==> src/rtl/biu_pkg.sv <==
// ------------------------------------------------------------------
// biu_pkg: shared types and default parameters for the bus interface unit
// Rev 1.0
// ------------------------------------------------------------------
`default_nettype none

package biu_pkg;

  typedef enum logic [2:0] {
    ST_IDLE = 3'd0,
    ST_BUS1 = 3'd1,
    ST_BUS2 = 3'd2,
    ST_BUS3 = 3'd3,
    ST_ACK  = 3'd4
  } state_e;

  localparam int unsigned QUEUE_DEPTH_DEF = 6;
  localparam logic [19:0] RESET_ADDR_DEF  = 20'hFFFF0;

endpackage

`default_nettype wire

==> src/rtl/biu_prefetch_queue.sv <==
// ------------------------------------------------------------------
// prefetch_queue: circular instruction byte buffer, push 0/1/2, pop 1
// Rev 1.0
// ------------------------------------------------------------------
`default_nettype none

module prefetch_queue
  import biu_pkg::*;
#(
  parameter  int unsigned DEPTH = QUEUE_DEPTH_DEF,
  localparam int unsigned CW    = $clog2(DEPTH + 1),
  localparam int unsigned PW    = (DEPTH > 1) ? $clog2(DEPTH) : 1
) (
  input  logic          clk,
  input  logic          rst_n,
  input  logic          flush,
  input  logic [1:0]    push_cnt,
  input  logic [15:0]   push_data,
  input  logic          pop,
  output logic [7:0]    head,
  output logic [CW-1:0] count,
  output logic [CW-1:0] free
);

  logic [7:0]    mem_q [DEPTH];
  logic [7:0]    mem_d [DEPTH];
  logic [PW-1:0] rd_q, rd_d;
  logic [PW-1:0] wr_q, wr_d;
  logic [CW-1:0] count_q, count_d;
  logic          do_pop;

  function automatic logic [PW-1:0] nxt(input logic [PW-1:0] p);
    return (p == PW'(DEPTH - 1)) ? '0 : p + 1'b1;
  endfunction

  always_comb begin
    mem_d   = mem_q;
    rd_d    = rd_q;
    wr_d    = wr_q;
    count_d = count_q;
    do_pop  = pop && (count_q != '0);
    if (flush) begin
      rd_d    = '0;
      wr_d    = '0;
      count_d = '0;
    end else begin
      // single-byte pushes always carry their byte in the low half
      if (push_cnt != 2'd0) begin
        mem_d[wr_q] = push_data[7:0];
        wr_d        = nxt(wr_q);
      end
      if (push_cnt == 2'd2) begin
        mem_d[nxt(wr_q)] = push_data[15:8];
        wr_d             = nxt(nxt(wr_q));
      end
      if (do_pop) begin
        rd_d = nxt(rd_q);
      end
      count_d = count_q + CW'(push_cnt) - CW'(do_pop);
    end
  end

  always_ff @(posedge clk) begin
    if (!rst_n) begin
      mem_q   <= '{default: 8'h00};
      rd_q    <= '0;
      wr_q    <= '0;
      count_q <= '0;
    end else begin
      mem_q   <= mem_d;
      rd_q    <= rd_d;
      wr_q    <= wr_d;
      count_q <= count_d;
    end
  end

  assign head  = (count_q != '0) ? mem_q[rd_q] : 8'h00;
  assign count = count_q;
  assign free  = CW'(DEPTH) - count_q;

endmodule

`default_nettype wire

==> src/rtl/biu.sv <==
// ------------------------------------------------------------------
// biu: t8086 bus interface unit - instruction prefetch and data accesses
// Rev 1.0
// ------------------------------------------------------------------
`default_nettype none

module biu
  import biu_pkg::*;
#(
  parameter  int unsigned QUEUE_DEPTH = QUEUE_DEPTH_DEF,
  parameter  logic [19:0] RESET_ADDR  = RESET_ADDR_DEF,
  localparam int unsigned CW          = $clog2(QUEUE_DEPTH + 1)
) (
  input  logic          clk,
  input  logic          rst_n,
  input  logic          q_flush,
  input  logic [19:0]   q_flush_addr,
  input  logic          q_pop,
  output logic          q_valid,
  output logic [7:0]    q_data,
  output logic [CW-1:0] q_count,
  input  logic          mem_req,
  input  logic          mem_wr,
  input  logic          mem_word,
  input  logic [19:0]   mem_addr,
  input  logic [15:0]   mem_wdata,
  output logic          mem_busy,
  output logic          mem_ack,
  output logic [15:0]   mem_rdata,
  output logic          ram_rd_en,
  output logic          ram_rd_we,
  output logic [19:0]   ram_rd_addr,
  input  logic [15:0]   ram_rd_data,
  output logic          ram_wr_en,
  output logic          ram_wr_we,
  output logic [19:0]   ram_wr_addr,
  output logic [15:0]   ram_wr_data
);

  state_e        state_q, state_d;
  logic [19:0]   addr_q, addr_d;
  logic          wr_q, wr_d;
  logic          word_q, word_d;
  logic [15:0]   wdata_q, wdata_d;
  logic [7:0]    lat_q, lat_d;
  logic [15:0]   rdata_q, rdata_d;
  logic [19:0]   fptr_q, fptr_d;

  logic [19:0]   e_addr;
  logic [19:0]   n_addr;
  logic          fetch_ok;
  logic [1:0]    push_cnt;
  logic [15:0]   push_data;
  logic [CW-1:0] q_free;

  prefetch_queue #(
    .DEPTH (QUEUE_DEPTH)
  ) u_queue (
    .clk       (clk),
    .rst_n     (rst_n),
    .flush     (q_flush),
    .push_cnt  (push_cnt),
    .push_data (push_data),
    .pop       (q_pop),
    .head      (q_data),
    .count     (q_count),
    .free      (q_free)
  );

  // for an odd address, A+1 is the next even word
  assign e_addr = {addr_q[19:1], 1'b0};
  assign n_addr = e_addr + 20'd2;

  always_comb begin
    state_d     = state_q;
    addr_d      = addr_q;
    wr_d        = wr_q;
    word_d      = word_q;
    wdata_d     = wdata_q;
    lat_d       = lat_q;
    rdata_d     = rdata_q;
    fptr_d      = fptr_q;
    ram_rd_en   = 1'b0;
    ram_rd_we   = 1'b0;
    ram_rd_addr = 20'h00000;
    ram_wr_en   = 1'b0;
    ram_wr_we   = 1'b0;
    ram_wr_addr = 20'h00000;
    ram_wr_data = 16'h0000;
    push_cnt    = 2'd0;
    push_data   = 16'h0000;
    fetch_ok    = 1'b0;

    case (state_q)
      ST_IDLE: begin
        if (mem_req) begin
          addr_d  = mem_addr;
          wr_d    = mem_wr;
          word_d  = mem_word;
          wdata_d = mem_wdata;
          state_d = ST_BUS1;
        end
      end
      ST_BUS1: begin
        if (!wr_q || addr_q[0]) begin
          ram_rd_en   = 1'b1;
          ram_rd_we   = 1'b1;
          ram_rd_addr = e_addr;
        end
        if (!wr_q) begin
          if (!addr_q[0]) begin
            rdata_d = word_q ? ram_rd_data : {8'h00, ram_rd_data[7:0]};
            state_d = ST_ACK;
          end else if (!word_q) begin
            rdata_d = {8'h00, ram_rd_data[15:8]};
            state_d = ST_ACK;
          end else begin
            lat_d   = ram_rd_data[15:8];
            state_d = ST_BUS2;
          end
        end else if (!addr_q[0]) begin
          ram_wr_en   = 1'b1;
          ram_wr_we   = word_q;
          ram_wr_addr = e_addr;
          ram_wr_data = word_q ? wdata_q : {8'h00, wdata_q[7:0]};
          state_d     = ST_ACK;
        end else begin
          lat_d   = ram_rd_data[7:0];
          state_d = ST_BUS2;
        end
      end
      ST_BUS2: begin
        if (!wr_q) begin
          ram_rd_en   = 1'b1;
          ram_rd_we   = 1'b1;
          ram_rd_addr = n_addr;
          rdata_d     = {ram_rd_data[7:0], lat_q};
          state_d     = ST_ACK;
        end else begin
          ram_wr_en   = 1'b1;
          ram_wr_we   = 1'b1;
          ram_wr_addr = e_addr;
          ram_wr_data = {wdata_q[7:0], lat_q};
          state_d     = word_q ? ST_BUS3 : ST_ACK;
        end
      end
      ST_BUS3: begin
        ram_wr_en   = 1'b1;
        ram_wr_we   = 1'b0;
        ram_wr_addr = n_addr;
        ram_wr_data = {8'h00, wdata_q[15:8]};
        state_d     = ST_ACK;
      end
      ST_ACK:  state_d = ST_IDLE;
      default: state_d = ST_IDLE;
    endcase

    // the read port is free for prefetch whenever no bus cycle owns it
    if ((state_q == ST_IDLE || state_q == ST_ACK) && !q_flush) begin
      fetch_ok = fptr_q[0] ? (q_free != '0) : (q_free >= CW'(2));
    end
    if (fetch_ok) begin
      ram_rd_en   = 1'b1;
      ram_rd_we   = 1'b1;
      ram_rd_addr = {fptr_q[19:1], 1'b0};
      if (fptr_q[0]) begin
        push_cnt  = 2'd1;
        push_data = {8'h00, ram_rd_data[15:8]};
        fptr_d    = fptr_q + 20'd1;
      end else begin
        push_cnt  = 2'd2;
        push_data = ram_rd_data;
        fptr_d    = fptr_q + 20'd2;
      end
    end
    if (q_flush) begin
      fptr_d = q_flush_addr;
    end

    // an aborted sequence must not leak a write during reset
    if (!rst_n) begin
      ram_rd_en   = 1'b0;
      ram_rd_we   = 1'b0;
      ram_rd_addr = 20'h00000;
      ram_wr_en   = 1'b0;
      ram_wr_we   = 1'b0;
      ram_wr_addr = 20'h00000;
      ram_wr_data = 16'h0000;
    end
  end

  always_ff @(posedge clk) begin
    if (!rst_n) begin
      state_q <= ST_IDLE;
      addr_q  <= 20'h00000;
      wr_q    <= 1'b0;
      word_q  <= 1'b0;
      wdata_q <= 16'h0000;
      lat_q   <= 8'h00;
      rdata_q <= 16'h0000;
      fptr_q  <= RESET_ADDR;
    end else begin
      state_q <= state_d;
      addr_q  <= addr_d;
      wr_q    <= wr_d;
      word_q  <= word_d;
      wdata_q <= wdata_d;
      lat_q   <= lat_d;
      rdata_q <= rdata_d;
      fptr_q  <= fptr_d;
    end
  end

  assign q_valid   = (q_count != '0);
  assign mem_busy  = (state_q != ST_IDLE);
  assign mem_ack   = (state_q == ST_ACK);
  assign mem_rdata = rdata_q;

endmodule

`default_nettype wire

==> config.mk <==
export PLATFORM = sky130hd
export DESIGN_NAME = biu
export DESIGN_NICKNAME = d
export VERILOG_FILES = /design/src/rtl/biu_pkg.sv /design/src/rtl/biu_prefetch_queue.sv /design/src/rtl/biu.sv
export SDC_FILE = /design/constraint.sdc
export NUM_CORES = 1
export LEC_CHECK = 0
export BUFFER_PORTS_ARGS = -buffer_cell sky130_fd_sc_hd__buf_2
export CORE_UTILIZATION = 50
export DETAILED_ROUTE_END_ITERATION = 10
export PLACE_DENSITY = 0.85
export SLEW_MARGIN = 0
export SYNTH_ARGS = -nofsm -noshare
export SYNTH_HDL_FRONTEND = slang
export SYNTH_SLANG_ARGS = --single-unit
==> constraint.sdc <==
create_clock -name clk -period 2.7 [get_ports clk]
set_input_delay 0.54 -clock clk [delete_from_list [all_inputs] [get_ports clk]]
set_output_delay 0.54 -clock clk [all_outputs]
set_load 0.02 [all_outputs]
==> results of run 1 <==
-- stage by stage --
step	power, W	cells
2_1_floorplan	0.003033	1082
3_3_place_gp	0.003344	1432
3_5_place_dp	0.003372	1432
4_1_cts	0.005621	1475
5_1_grt	0.005908	1495
6_report	0.005710	1496
-- cells by family (layout without fill, tap and decap cells) --
family	Yosys count	count (layout)
XOR/XNOR	13	13
multiplexers	50	50
adder cells (fa/ha/maj)	9	9
AO/OA/AOI/OAI	313	313
buffers and inverters	106	301
AND/OR/NAND/NOR	447	448
other	1	4
flip-flops	142	142
-- cell usage after synthesis, types with 5 or more instances --
| library cell | n | share of area [%] |
|---|---|---|
| sky130_fd_sc_hd__a21o_1 | 6 | 0.54 |
| sky130_fd_sc_hd__buf_1 | 12 | 0.54 |
| sky130_fd_sc_hd__mux2i_1 | 34 | 4.1 |
| sky130_fd_sc_hd__a21oi_1 | 123 | 7.4 |
| sky130_fd_sc_hd__mux4_2 | 8 | 2.2 |
| sky130_fd_sc_hd__nand2b_1 | 7 | 0.52 |
| sky130_fd_sc_hd__nand4_1 | 14 | 1.0 |
| sky130_fd_sc_hd__mux2_2 | 8 | 1.1 |
| sky130_fd_sc_hd__and2_1 | 9 | 0.67 |
| sky130_fd_sc_hd__buf_4 | 6 | 0.54 |
| sky130_fd_sc_hd__ha_1 | 8 | 1.2 |
| sky130_fd_sc_hd__nor4_1 | 8 | 0.60 |
| sky130_fd_sc_hd__xnor2_1 | 5 | 0.52 |
| sky130_fd_sc_hd__a221oi_1 | 24 | 2.5 |
| sky130_fd_sc_hd__a22oi_1 | 28 | 2.5 |
| sky130_fd_sc_hd__dfxtp_1 | 142 | 34 |
| sky130_fd_sc_hd__or3_1 | 6 | 0.45 |
| sky130_fd_sc_hd__o21ai_0 | 40 | 2.4 |
| sky130_fd_sc_hd__xor2_1 | 8 | 0.84 |
| sky130_fd_sc_hd__nor2_1 | 119 | 5.3 |
| sky130_fd_sc_hd__nor2b_1 | 11 | 0.82 |
| sky130_fd_sc_hd__a311oi_1 | 15 | 1.6 |
| sky130_fd_sc_hd__a211oi_1 | 21 | 1.9 |
| sky130_fd_sc_hd__and3_1 | 10 | 0.75 |
| sky130_fd_sc_hd__nand2_1 | 163 | 7.3 |
| sky130_fd_sc_hd__nor3_2 | 6 | 0.72 |
| sky130_fd_sc_hd__nor3_1 | 37 | 2.2 |
| sky130_fd_sc_hd__inv_1 | 11 | 0.49 |
| sky130_fd_sc_hd__a222oi_1 | 19 | 2.3 |
| sky130_fd_sc_hd__buf_2 | 20 | 1.2 |
| sky130_fd_sc_hd__clkbuf_1 | 52 | 2.3 |
| sky130_fd_sc_hd__o221a_2 | 5 | 0.67 |
| sky130_fd_sc_hd__nand3_1 | 27 | 1.6 |
| sky130_fd_sc_hd__nor3b_1 | 5 | 0.45 |
-- registers in the layout, indices dropped and copies added, names as in the netlist --
signal,cells
u_queue.mem_q,48
state_q,3
wdata_q,16
mem_rdata,16
u_queue.wr_q,3
u_queue.rd_q,3
lat_q,8
u_queue.count,3
word_q,1
wr_q,1
addr_q,20
fptr_q,20
-- how the worst max path moves through the flow --
stage,to,slack [ns],cells after the start
2_1_floorplan,ram_rd_we,0.0005,10
3_3_place_gp,ram_rd_addr[3],0.09,8
5_1_grt,ram_rd_addr[14],-0.31,9
3_5_place_dp,ram_rd_addr[3],0.07,8
4_1_cts,ram_rd_addr[3],-0.26,8
6_report,ram_rd_addr[3],-0.31,8
-- timing repair --
| item | CTS | global route |
|---|---|---|
| buffers inserted | 11 | 15 |
| pin swaps | 16 | 18 |
| endpoints found under the setup margin | 53 | 72 |
| cloned | 0 | 4 |
| gates resized for setup | 60 | 83 |
-- tightest hold or removal path: stages --
cell                      delay (ns)
sky130_fd_sc_hd__buf_2          0.07
sky130_fd_sc_hd__nand2_1        0.04
sky130_fd_sc_hd__nand4_1        0.07
-- power breakdown --
part | leakage [nW] | internal [W] | switching, W
Combinational | 2.84 | 0.000461 | 0.000649
Sequential | 1.17 | 0.00223 | 0.000135
Clock | 0.265 | 0.00129 | 0.000949
-- cell type report --
class	count	area, um^2	area share (%)
flip-flops and latches	142	2859	26.32
diodes	2	5.005	0.04608
repair buffers	256	1662	15.30
clock buffers	22	485.5	4.470
inverters	13	53.80	0.4953
clock inverters	10	78.83	0.7257
multi-input cells	835	5448	50.16
well taps	216	270.3	2.488
-- metal layers --
metal / wire, um / vias up / global-route usage, %
met5: 0 / - / 0
met4: 941 / 0 / 13.66
met3: 2722 / 105 / 6.404
met2: 13220 / 639 / 49.47
met1: 11090 / 4290 / 38.22
li1: - / 4347 / -
==> impl_metrics.xml, run 1 <==
<?xml version="1.0" encoding="UTF-8"?>
<metrics>
  <group name="timing">
    <metric name="unrepaired_setup_endpoints_after_global_routing" unit="">true</metric>
    <metric name="timing.final.setup_violations" unit="">24</metric>
    <metric name="finalWorstSetupSlack" unit="ns">-0.3108</metric>
    <metric name="fraction_of_the_cycle_the_final_worst_path_needs" unit="%">111.5</metric>
    <metric name="clock_skew" unit="ns">0.008100</metric>
    <metric name="min_clock_period_post_route" unit="ns">3.011</metric>
    <metric name="worst_hold_slack_after_final_layout" unit="ns">0.3379</metric>
    <metric name="final-hold-violation-count" unit="">0</metric>
    <metric name="max-slew-margin-rel" unit="%">47.73</metric>
    <metric name="timing_max_transition_violations_final" unit="">0</metric>
    <metric name="worst_slew_pin_slew" unit="ns">0.7776</metric>
    <metric name="max_freq" unit="GHz">0.3321</metric>
    <metric name="fin_setup_tns" unit="ns">-4.011</metric>
  </group>
  <group name="clocking">
    <metric name="cts_made_buffers" unit="">17</metric>
    <metric name="cts_hold_buffers_added" unit="">0</metric>
    <metric name="ctsRootBufferMaster" unit="">sky130_fd_sc_hd__clkbuf_16</metric>
    <metric name="clock_path_buffers" unit="">2</metric>
    <metric name="clkSinkCount" unit="">142</metric>
    <metric name="clock_tree_from_tritoncts" unit="">done</metric>
    <metric name="htreeDepth" unit="">4</metric>
    <metric name="clkLatencyLatePin" unit="ns">0.43</metric>
    <metric name="cts.reportedPaths.clkPinSlew" unit="ns">0.06</metric>
  </group>
  <group name="synth">
    <metric name="ys_seq_area_share" unit="%">34.04</metric>
    <metric name="synthFlopType" unit="">sky130_fd_sc_hd__dfxtp_1</metric>
    <metric name="post_synth_edffs" unit="">0</metric>
    <metric name="syn-instance-count" unit="">1081</metric>
    <metric name="post_synth.cell_area_avg" unit="um^2">7.725</metric>
    <metric name="postSynth.asyncResetShare" unit="%">0</metric>
    <metric name="fraction_of_synthesized_area_in_multiplexers" unit="%">7.312</metric>
    <metric name="synthSimpleGateAreaFrac" unit="%">25.28</metric>
    <metric name="synth.lib_cells_used.distinct" unit="">72</metric>
    <metric name="post_synthesis_share_of_cell_area_spent_on_xor_and_xnor_gates" unit="%">1.364</metric>
    <metric name="synthesis_stage_register_bit_count" unit="">142</metric>
    <metric name="largest_family_of_logic_cells_by_synthesized_area" unit="">simple AND/OR/NAND/NOR gates</metric>
    <metric name="yosys.area_share.adder" unit="%">1.438</metric>
    <metric name="complex_gate_fraction_of_the_synthesized_area" unit="%">24.99</metric>
    <metric name="synth_area" unit="mm^2">0.008351</metric>
    <metric name="synth-warning-count" unit="">0</metric>
  </group>
  <group name="global_routing">
    <metric name="overflow" unit="">0</metric>
    <metric name="total_routing_resource_utilization_after_global_routing" unit="%">30.29</metric>
    <metric name="grt_max_degree" unit="">53</metric>
    <metric name="grt_antenna_before_repair" unit="">2</metric>
    <metric name="grt_first_pass_wirelength" unit="mm">42.92</metric>
    <metric name="first_global_vias" unit="">8578</metric>
  </group>
  <group name="layout">
    <metric name="syn_to_final_growth" unit="%">30.07</metric>
    <metric name="layout_commonest_cell" unit="">sky130_fd_sc_hd__nand2_1</metric>
    <metric name="num-fill-cells" unit="">1237</metric>
    <metric name="post_route_cells_drive_above_1_share" unit="%">31.85</metric>
    <metric name="finalInstanceArea" unit="mm^2">0.01086</metric>
    <metric name="finish.utilization" unit="%">67.40</metric>
    <metric name="layout.nets" unit="">1353</metric>
    <metric name="layout.cells.most_common_list" unit="">156 x sky130_fd_sc_hd__nand2_1, 147 x sky130_fd_sc_hd__buf_2, 135 x sky130_fd_sc_hd__dfxtp_1</metric>
  </group>
  <group name="floorplanning">
    <metric name="ios" unit="">169</metric>
    <metric name="die-area" unit="mm^2">0.01722</metric>
    <metric name="die_w" unit="um">131.2</metric>
    <metric name="floorplan.initialDensity" unit="%">51.82</metric>
    <metric name="design.core.area" unit="mm^2">0.01612</metric>
    <metric name="die_height" unit="um">131.2</metric>
    <metric name="rows" unit="">46</metric>
  </group>
  <group name="run_status">
    <metric name="status" unit="">complete, but fails checks</metric>
    <metric name="failed_checks" unit="">setup timing</metric>
  </group>
  <group name="placed_design">
    <metric name="detailed_place.area" unit="mm^2">0.009552</metric>
    <metric name="place.gp.congestion" unit="">0.9227</metric>
    <metric name="place_worst_setup_slack" unit="ns">0.06741</metric>
    <metric name="post_detailed_placement_half_perimeter_wirelength" unit="mm">18.57</metric>
    <metric name="buffer_ports.inserted" unit="">166</metric>
  </group>
  <group name="min_path">
    <metric name="worstHoldStart" unit="">q_flush_addr[8]</metric>
    <metric name="worstHoldPathCells" unit="">3</metric>
    <metric name="min_path_type" unit="">in -&gt; reg</metric>
    <metric name="timing.hold.worst_endpoint" unit="">fptr_q[8]</metric>
  </group>
  <group name="setup_path">
    <metric name="setup.worst_path.start_class" unit="">register</metric>
    <metric name="required" unit="ns">2.16</metric>
    <metric name="rr_startpoint" unit="">u_queue.count[1]</metric>
    <metric name="critical_path_peak_fanout" unit="">6</metric>
    <metric name="reg2reg_slack" unit="ns">0.02</metric>
    <metric name="cp-startpoint" unit="">u_queue.count[1]</metric>
    <metric name="data_arrival_critical_path" unit="ns">2.47</metric>
    <metric name="register_to_register_path_depth" unit="">14</metric>
    <metric name="buffers_inverters_on_critical_path" unit="">2</metric>
    <metric name="crit_type" unit="">reg -&gt; out</metric>
    <metric name="path_delay_family" unit="">compound AO/OA/AOI/OAI gates</metric>
    <metric name="endpoint_kind" unit="">output port</metric>
    <metric name="slowest_delay" unit="ns">0.46</metric>
    <metric name="timing.rr.end" unit="">u_queue.count[2]</metric>
    <metric name="critical_path.slowest_cell" unit="">sky130_fd_sc_hd__a222oi_1</metric>
    <metric name="crit_chain" unit="">inv_4, ha_4, or3b_4, a21oi_4, nor2_4, a222oi_1, nor2_1, buf_4</metric>
  </group>
  <group name="drt">
    <metric name="detail_route.iter0.violations" unit="">1281</metric>
    <metric name="avgViaCountPerCell" unit="">6.271</metric>
    <metric name="drt.antenna.violating_nets" unit="">0</metric>
    <metric name="detail_route.drc_violations" unit="">0</metric>
    <metric name="wl" unit="mm">27.98</metric>
    <metric name="routed-via-count" unit="">9381</metric>
    <metric name="detailedRoute.firstPassIterationCount" unit="">6</metric>
    <metric name="route.detailed.wl_per_inst" unit="um">18.70</metric>
  </group>
  <group name="power">
    <metric name="power.leakage" unit="nW">4.267</metric>
    <metric name="pwr_dens" unit="mW/mm^2">525.7</metric>
    <metric name="vdd_drop_max" unit="mV">0.4650</metric>
  </group>
  <group name="job">
    <metric name="max_cap_viol_count" unit="">0</metric>
  </group>
</metrics>
Note: power is estimated with default switching activity, not from simulation.
==> run 2: changes to the inputs <==
- CORE_MARGIN: default -> 10
- SKIP_LAST_GASP: default -> 1
==> impl_metrics.xml, run 2 (synthesis results as in run 1) <==
<?xml version="1.0" encoding="UTF-8"?>
<metrics>
  <group name="drt">
    <metric name="drt.antenna.violating_nets" unit="">0</metric>
    <metric name="routed-via-count" unit="">9896</metric>
    <metric name="detail_route.drc_violations" unit="">0</metric>
    <metric name="route.detailed.wl_per_inst" unit="um">21.52</metric>
    <metric name="detail_route.iter0.violations" unit="">1617</metric>
    <metric name="wl" unit="mm">32.53</metric>
    <metric name="avgViaCountPerCell" unit="">6.545</metric>
    <metric name="detailedRoute.firstPassIterationCount" unit="">9</metric>
  </group>
  <group name="clocking">
    <metric name="htreeDepth" unit="">4</metric>
    <metric name="clock_tree_from_tritoncts" unit="">done</metric>
    <metric name="clkSinkCount" unit="">142</metric>
    <metric name="clkLatencyLatePin" unit="ns">0.43</metric>
    <metric name="cts.reportedPaths.clkPinSlew" unit="ns">0.06</metric>
    <metric name="cts_hold_buffers_added" unit="">0</metric>
    <metric name="cts_made_buffers" unit="">17</metric>
    <metric name="ctsRootBufferMaster" unit="">sky130_fd_sc_hd__clkbuf_16</metric>
    <metric name="clock_path_buffers" unit="">2</metric>
  </group>
  <group name="timing">
    <metric name="timing.final.setup_violations" unit="">35</metric>
    <metric name="min_clock_period_post_route" unit="ns">3.091</metric>
    <metric name="finalWorstSetupSlack" unit="ns">-0.3907</metric>
    <metric name="max-slew-margin-rel" unit="%">49.71</metric>
    <metric name="fraction_of_the_cycle_the_final_worst_path_needs" unit="%">114.5</metric>
    <metric name="clock_skew" unit="ns">0.007380</metric>
    <metric name="unrepaired_setup_endpoints_after_global_routing" unit="">true</metric>
    <metric name="max_freq" unit="GHz">0.3236</metric>
    <metric name="timing_max_transition_violations_final" unit="">0</metric>
    <metric name="fin_setup_tns" unit="ns">-5.254</metric>
    <metric name="worst_slew_pin_slew" unit="ns">0.7334</metric>
    <metric name="final-hold-violation-count" unit="">0</metric>
  </group>
  <group name="setup_path">
    <metric name="register_to_register_path_depth" unit="">13</metric>
    <metric name="endpoint_kind" unit="">output port</metric>
    <metric name="crit_type" unit="">reg -&gt; out</metric>
    <metric name="required" unit="ns">2.16</metric>
    <metric name="critical_path_peak_fanout" unit="">5</metric>
    <metric name="setup.worst_path.start_class" unit="">register</metric>
    <metric name="data_arrival_critical_path" unit="ns">2.55</metric>
  </group>
  <group name="run_status">
    <metric name="status" unit="">complete, but fails checks</metric>
    <metric name="failed_checks" unit="">setup timing</metric>
  </group>
  <group name="layout">
    <metric name="layout.cells.most_common_list" unit="">157 x sky130_fd_sc_hd__nand2_1, 140 x sky130_fd_sc_hd__buf_2, 133 x sky130_fd_sc_hd__dfxtp_1</metric>
    <metric name="layout_commonest_cell" unit="">sky130_fd_sc_hd__nand2_1</metric>
    <metric name="max_reg_flops" unit="">48</metric>
    <metric name="largestRegisters" unit="">u_queue.mem_q: 48 flops, addr_q: 20 flops, fptr_q: 20 flops</metric>
    <metric name="post_route_cells_drive_above_1_share" unit="%">33.49</metric>
    <metric name="regMostFlops" unit="">u_queue.mem_q</metric>
    <metric name="finish.cell_count_without_fillers" unit="">1512</metric>
    <metric name="layout.nets" unit="">1366</metric>
    <metric name="finalInstanceArea" unit="mm^2">0.01115</metric>
    <metric name="syn_to_final_growth" unit="%">33.56</metric>
  </group>
  <group name="global_routing">
    <metric name="first_global_vias" unit="">9296</metric>
    <metric name="grt_antenna_before_repair" unit="">1</metric>
    <metric name="grt_first_pass_wirelength" unit="mm">48.12</metric>
    <metric name="grt_max_degree" unit="">46</metric>
    <metric name="overflow" unit="">0</metric>
    <metric name="total_routing_resource_utilization_after_global_routing" unit="%">26.13</metric>
  </group>
  <group name="min_path">
    <metric name="worstHoldPathCells" unit="">3</metric>
    <metric name="min_path_type" unit="">in -&gt; reg</metric>
  </group>
  <group name="floorplanning">
    <metric name="rows" unit="">47</metric>
    <metric name="die_w" unit="um">149.2</metric>
    <metric name="floorplan.initialDensity" unit="%">50.71</metric>
    <metric name="ios" unit="">169</metric>
    <metric name="die-area" unit="mm^2">0.02227</metric>
    <metric name="die_height" unit="um">149.2</metric>
    <metric name="design.core.area" unit="mm^2">0.01647</metric>
  </group>
  <group name="placed_design">
    <metric name="place.gp.congestion" unit="">0.9799</metric>
    <metric name="dp_cells" unit="">1448</metric>
    <metric name="buffer_ports.inserted" unit="">166</metric>
    <metric name="detailed_place.area" unit="mm^2">0.009634</metric>
    <metric name="post_detailed_placement_half_perimeter_wirelength" unit="mm">20.60</metric>
    <metric name="place_worst_setup_slack" unit="ns">0.04992</metric>
  </group>
  <group name="power">
    <metric name="pwr_dens" unit="mW/mm^2">527.1</metric>
    <metric name="power.leakage" unit="nW">4.351</metric>
    <metric name="vdd_drop_max" unit="mV">0.4033</metric>
  </group>
  <group name="job">
    <metric name="max_cap_viol_count" unit="">0</metric>
  </group>
</metrics>
==> run 2: metrics by stage <==
stage | total power [W] | utilization (%) | hold slack [ns]
3_5_place_dp | 0.003400 | 58.51 | 0.4577
5_1_grt | 0.006061 | 67.72 | 0.3455
4_1_cts | 0.005757 | 65.06 | 0.3385
2_1_floorplan | 0.003033 | - | 0.4345
3_3_place_gp | 0.003372 | 58.51 | 0.4452
6_report | 0.005879 | 67.74 | 0.3419
==> run 2: timing repair <==
| item | CTS | global route |
|---|---|---|
| pin swaps | 24 | 24 |
| cloned | 3 | 3 |
| buffers inserted | 14 | 13 |
| gates resized for setup | 78 | 92 |
| setup endpoints to repair | 51 | 91 |
==> run 2: worst paths after layout <==
| check | from | endpoint | slack, ns |
|---|---|---|---|
| max | addr_q[9] | ram_rd_addr[17] | -0.39 |
| min | mem_wdata[9] | wdata_q[9] | 0.34 |
| max reg2reg | u_queue.count[0] | u_queue.count[2] | -0.10 |
| min reg2reg | u_queue.mem_q[33] | u_queue.mem_q[33] | 0.47 |
==> run 2: metal layers <==
metal	track usage (%)	up-vias	part of all wire [%]
met5	0	-	0
met4	11.87	0	5.4
met3	7.160	186	12
met2	41.59	794	46
met1	32.26	4540	37
li1	-	4376	-
==> run 2: area by class of cell <==
| cell class | instances | area [um^2] |
|---|---|---|
| well taps | 220 | 275.3 |
| diodes | 2 | 5.005 |
| clock buffers | 19 | 442.9 |
| fillers | 1247 | 5313 |
| repair buffers | 268 | 1833 |
| multi-input cells | 836 | 5544 |
| inverters | 13 | 53.80 |
| flip-flops and latches | 142 | 2861 |
| clock inverters | 12 | 137.6 |
==> run 2: critical path, stage by stage (launching register included) <==
cell and delay, ns:
sky130_fd_sc_hd__dfxtp_1 0.43, sky130_fd_sc_hd__nand3_4 0.14, sky130_fd_sc_hd__or4_4 0.56, sky130_fd_sc_hd__buf_6 0.16, sky130_fd_sc_hd__nor4_4 0.37, sky130_fd_sc_hd__a211oi_2 0.14, sky130_fd_sc_hd__a21oi_2 0.18, sky130_fd_sc_hd__buf_6 0.13
==> run 2: power breakdown <==
part	leakage (nW)	internal (W)	total, W	switching [W]
registers	1.17	0.00223	0.00237	0.000143
clock network	0.280	0.00139	0.00235	0.000959
logic	2.90	0.000471	0.00116	0.000692
==> run 3: changes to the inputs <==
- ABC_AREA: default -> 1
- CORE_UTILIZATION: 50 -> 51
- SLEW_MARGIN: 0 -> default
==> impl_metrics.xml, run 3 <==
<?xml version="1.0" encoding="UTF-8"?>
<metrics>
  <group name="power">
    <metric name="pwr_dens" unit="mW/mm^2">559.5</metric>
    <metric name="p_int" unit="W">0.004231</metric>
    <metric name="power.leakage" unit="nW">4.878</metric>
    <metric name="vdd_drop_max" unit="mV">0.4897</metric>
    <metric name="pwr-share-comb" unit="%">22.9</metric>
    <metric name="share_seq_of_total_power" unit="%">38.2</metric>
    <metric name="p_clk_share" unit="%">39.0</metric>
    <metric name="switching_share" unit="%">32.81</metric>
    <metric name="total_switching_power" unit="W">0.002066</metric>
  </group>
  <group name="timing">
    <metric name="clock_skew" unit="ns">0.01158</metric>
    <metric name="unrepaired_setup_endpoints_after_global_routing" unit="">true</metric>
    <metric name="timing_max_transition_violations_final" unit="">0</metric>
    <metric name="fraction_of_the_cycle_the_final_worst_path_needs" unit="%">98.95</metric>
    <metric name="min_clock_period_post_route" unit="ns">2.672</metric>
    <metric name="worst_slew_pin_slew" unit="ns">0.9118</metric>
    <metric name="timing.final.setup_violations" unit="">0</metric>
    <metric name="fin_setup_tns" unit="ns">0</metric>
    <metric name="max_freq" unit="GHz">0.3743</metric>
    <metric name="final-hold-violation-count" unit="">0</metric>
    <metric name="max-slew-margin-rel" unit="%">38.81</metric>
  </group>
  <group name="clocking">
    <metric name="ctsRootBufferMaster" unit="">sky130_fd_sc_hd__clkbuf_16</metric>
    <metric name="htreeDepth" unit="">4</metric>
    <metric name="clock_tree_from_tritoncts" unit="">done</metric>
    <metric name="clock_path_buffers" unit="">2</metric>
    <metric name="clkSinkCount" unit="">142</metric>
    <metric name="cts_hold_buffers_added" unit="">0</metric>
    <metric name="clkLatencyLatePin" unit="ns">0.43</metric>
    <metric name="cts_made_buffers" unit="">17</metric>
    <metric name="cts.reportedPaths.clkPinSlew" unit="ns">0.06</metric>
  </group>
  <group name="global_routing">
    <metric name="grt_antenna_before_repair" unit="">2</metric>
    <metric name="grt_first_pass_wirelength" unit="mm">52.90</metric>
    <metric name="first_global_vias" unit="">9988</metric>
    <metric name="total_routing_resource_utilization_after_global_routing" unit="%">26.82</metric>
    <metric name="grt_max_degree" unit="">80</metric>
    <metric name="overflow" unit="">0</metric>
  </group>
  <group name="min_path">
    <metric name="min_path_type" unit="">in -&gt; reg</metric>
  </group>
  <group name="layout">
    <metric name="post_route_cells_drive_above_1_share" unit="%">20.83</metric>
    <metric name="finalInstanceArea" unit="mm^2">0.01125</metric>
    <metric name="largestRegisters" unit="">u_queue.mem_q: 48 flops, addr_q: 20 flops, fptr_q: 20 flops</metric>
    <metric name="layout_commonest_cell" unit="">sky130_fd_sc_hd__nand2_1</metric>
    <metric name="max_reg_flops" unit="">48</metric>
    <metric name="syn_to_final_growth" unit="%">23.42</metric>
    <metric name="layout.cells.most_common_list" unit="">319 x sky130_fd_sc_hd__nand2_1, 213 x sky130_fd_sc_hd__nand3_1, 167 x sky130_fd_sc_hd__a21oi_1</metric>
    <metric name="regMostFlops" unit="">u_queue.mem_q</metric>
    <metric name="layout.nets" unit="">1688</metric>
  </group>
  <group name="setup_path">
    <metric name="crit_chain" unit="">inv_2, ha_1, nand2_1, nand2_2, nand2_4, nand2_8, clkbuf_16, or2_2, nand3_1, inv_1, buf_4</metric>
    <metric name="setup.worst_path.start_class" unit="">register</metric>
    <metric name="buffers_inverters_on_critical_path" unit="">4</metric>
    <metric name="slowest_delay" unit="ns">0.35</metric>
    <metric name="critical_path.slowest_cell" unit="">sky130_fd_sc_hd__dfxtp_2</metric>
    <metric name="endpoint_kind" unit="">output port</metric>
    <metric name="path_delay_family" unit="">simple AND/OR/NAND/NOR gates</metric>
    <metric name="data_arrival_critical_path" unit="ns">2.13</metric>
    <metric name="reg2reg_slack" unit="ns">0.22</metric>
    <metric name="required" unit="ns">2.16</metric>
    <metric name="critical_path_peak_fanout" unit="">6</metric>
    <metric name="crit_type" unit="">reg -&gt; out</metric>
  </group>
  <group name="drt">
    <metric name="wl" unit="mm">34.37</metric>
    <metric name="drt.antenna.violating_nets" unit="">0</metric>
    <metric name="avgViaCountPerCell" unit="">6.031</metric>
    <metric name="detail_route.drc_violations" unit="">0</metric>
    <metric name="detailedRoute.firstPassIterationCount" unit="">6</metric>
    <metric name="detail_route.iter0.violations" unit="">1424</metric>
    <metric name="route.detailed.wl_per_inst" unit="um">18.68</metric>
    <metric name="routed-via-count" unit="">11100</metric>
  </group>
  <group name="run_status">
    <metric name="status" unit="">complete, no violations</metric>
  </group>
  <group name="synth">
    <metric name="syn-instance-count" unit="">1447</metric>
    <metric name="yosysTopAreaCell" unit="">sky130_fd_sc_hd__dfxtp_1</metric>
    <metric name="synth_most_common_cell" unit="">sky130_fd_sc_hd__nand2_1</metric>
    <metric name="synth-warning-count" unit="">0</metric>
    <metric name="ys_seq_area_share" unit="%">31.17</metric>
    <metric name="post_synth_edffs" unit="">0</metric>
    <metric name="synth.cells.most_frequent" unit="">325 x sky130_fd_sc_hd__nand2_1, 217 x sky130_fd_sc_hd__nand3_1, 169 x sky130_fd_sc_hd__a21oi_1</metric>
    <metric name="synthFlopType" unit="">sky130_fd_sc_hd__dfxtp_1</metric>
    <metric name="synthesis_stage_register_bit_count" unit="">142</metric>
    <metric name="synth_area_leaders" unit="">sky130_fd_sc_hd__dfxtp_1 31%, sky130_fd_sc_hd__nand2_1 13%, sky130_fd_sc_hd__nand3_1 12%</metric>
    <metric name="postSynth.asyncResetShare" unit="%">0</metric>
    <metric name="synth_top_area_share" unit="%">31.17</metric>
    <metric name="synth.lib_cells_used.distinct" unit="">44</metric>
    <metric name="post_synth.cell_area_avg" unit="um^2">6.302</metric>
    <metric name="synth_area" unit="mm^2">0.009119</metric>
  </group>
  <group name="floorplanning">
    <metric name="die_w" unit="um">153.7</metric>
    <metric name="rows" unit="">48</metric>
    <metric name="die_height" unit="um">153.7</metric>
    <metric name="floorplan.initialDensity" unit="%">52.36</metric>
    <metric name="die-area" unit="mm^2">0.02363</metric>
    <metric name="design.core.area" unit="mm^2">0.01742</metric>
    <metric name="ios" unit="">169</metric>
  </group>
  <group name="placed_design">
    <metric name="post_detailed_placement_half_perimeter_wirelength" unit="mm">23.70</metric>
    <metric name="detailed_place.area" unit="mm^2">0.01018</metric>
    <metric name="place.gp.congestion" unit="">0.9968</metric>
    <metric name="buffer_ports.inserted" unit="">166</metric>
  </group>
  <group name="job">
    <metric name="max_cap_viol_count" unit="">0</metric>
  </group>
</metrics>
[run 3: final timing paths]
| kind | start | to | cells past startpoint |
|---|---|---|---|
| max | u_queue.count[0] | ram_rd_addr[17] | 11 |
| min reg2reg | mem_rdata[4] | mem_rdata[4] | 2 |
| min | q_flush_addr[13] | fptr_q[13] | 3 |
| max reg2reg | u_queue.count[0] | u_queue.count[2] | 12 |
[run 3: worst min-delay path, stage by stage]
cell                      delay, ns
sky130_fd_sc_hd__buf_2         0.08
sky130_fd_sc_hd__a21oi_1       0.05
sky130_fd_sc_hd__nand3_1       0.07
[run 3: cell type report]
cell class	instances	area, um^2
Timing Repair inverter	1	8.758
Inverter	148	573.1
Antenna cell	2	5.005
Sequential cell	142	2870
Timing Repair Buffer	220	1383
Clock buffer	19	452.9
Fill cell	1567	6162
Tap cell	225	281.5
Multi-Input combinational cell	1070	5518
Clock inverter	13	162.7
[run 3: timing repair]
action	CTS	global route
setup endpoints to repair	43	56
pin swaps	3	9
cloned	0	4
hold endpoints to repair	0	0
buffers inserted	4	8
resized for setup	24	64
[run 3: power groups by stage]
stage | Sequential, W | Combinational, W | Clock [W]
3_5_place_dp | 0.00242 | 0.00129 | 0
2_1_floorplan | 0.00241 | 0.000853 | 0
4_1_cts | 0.00238 | 0.00132 | 0.00248
6_report | 0.00240 | 0.00144 | 0.00245
5_1_grt | 0.00242 | 0.00156 | 0.00256
3_3_place_gp | 0.00242 | 0.00127 | 0
[run 3: cell families (layout without fill, tap and decap cells)]
logic type               Yosys count  after routing  share of synthesized area (%)
XOR/XNOR                          23             23                          2.209
other                              1              4                        0.04112
flip-flops                       142            142                          31.17
AO/OA/AOI/OAI                    358            358                          21.98
buffers and inverters            237            401                          10.41
AND/OR/NAND/NOR                  677            678                          32.86
adder cells (fa/ha/maj)            9              9                          1.317
[run 3: routing by layer]
layer	track usage, %	part of all wire, %	vias to the layer above
met1	33.65	38	4985
met3	6.248	12	146
met5	0	0	-
met4	12.55	4.4	0
li1	-	-	5186
met2	42.58	46	780
[run 3: stage by stage]
step | setup slack, ns | std cells | utilization, % | hold WS [ns] | total power [W]
final | 0.02843 | 1840 | 64.62 | 0.3536 | 0.006297
after global routing | -0.07801 | 1840 | 64.62 | 0.3683 | 0.006537
after CTS | -0.05208 | 1826 | 62.67 | 0.3378 | 0.006180
after detailed placement | 0.1405 | 1790 | 58.43 | 0.4330 | 0.003717
after global placement | 0.2409 | 1790 | 58.43 | 0.4309 | 0.003689
after floorplan | 0.03408 | 1448 | - | 0.4365 | 0.003265
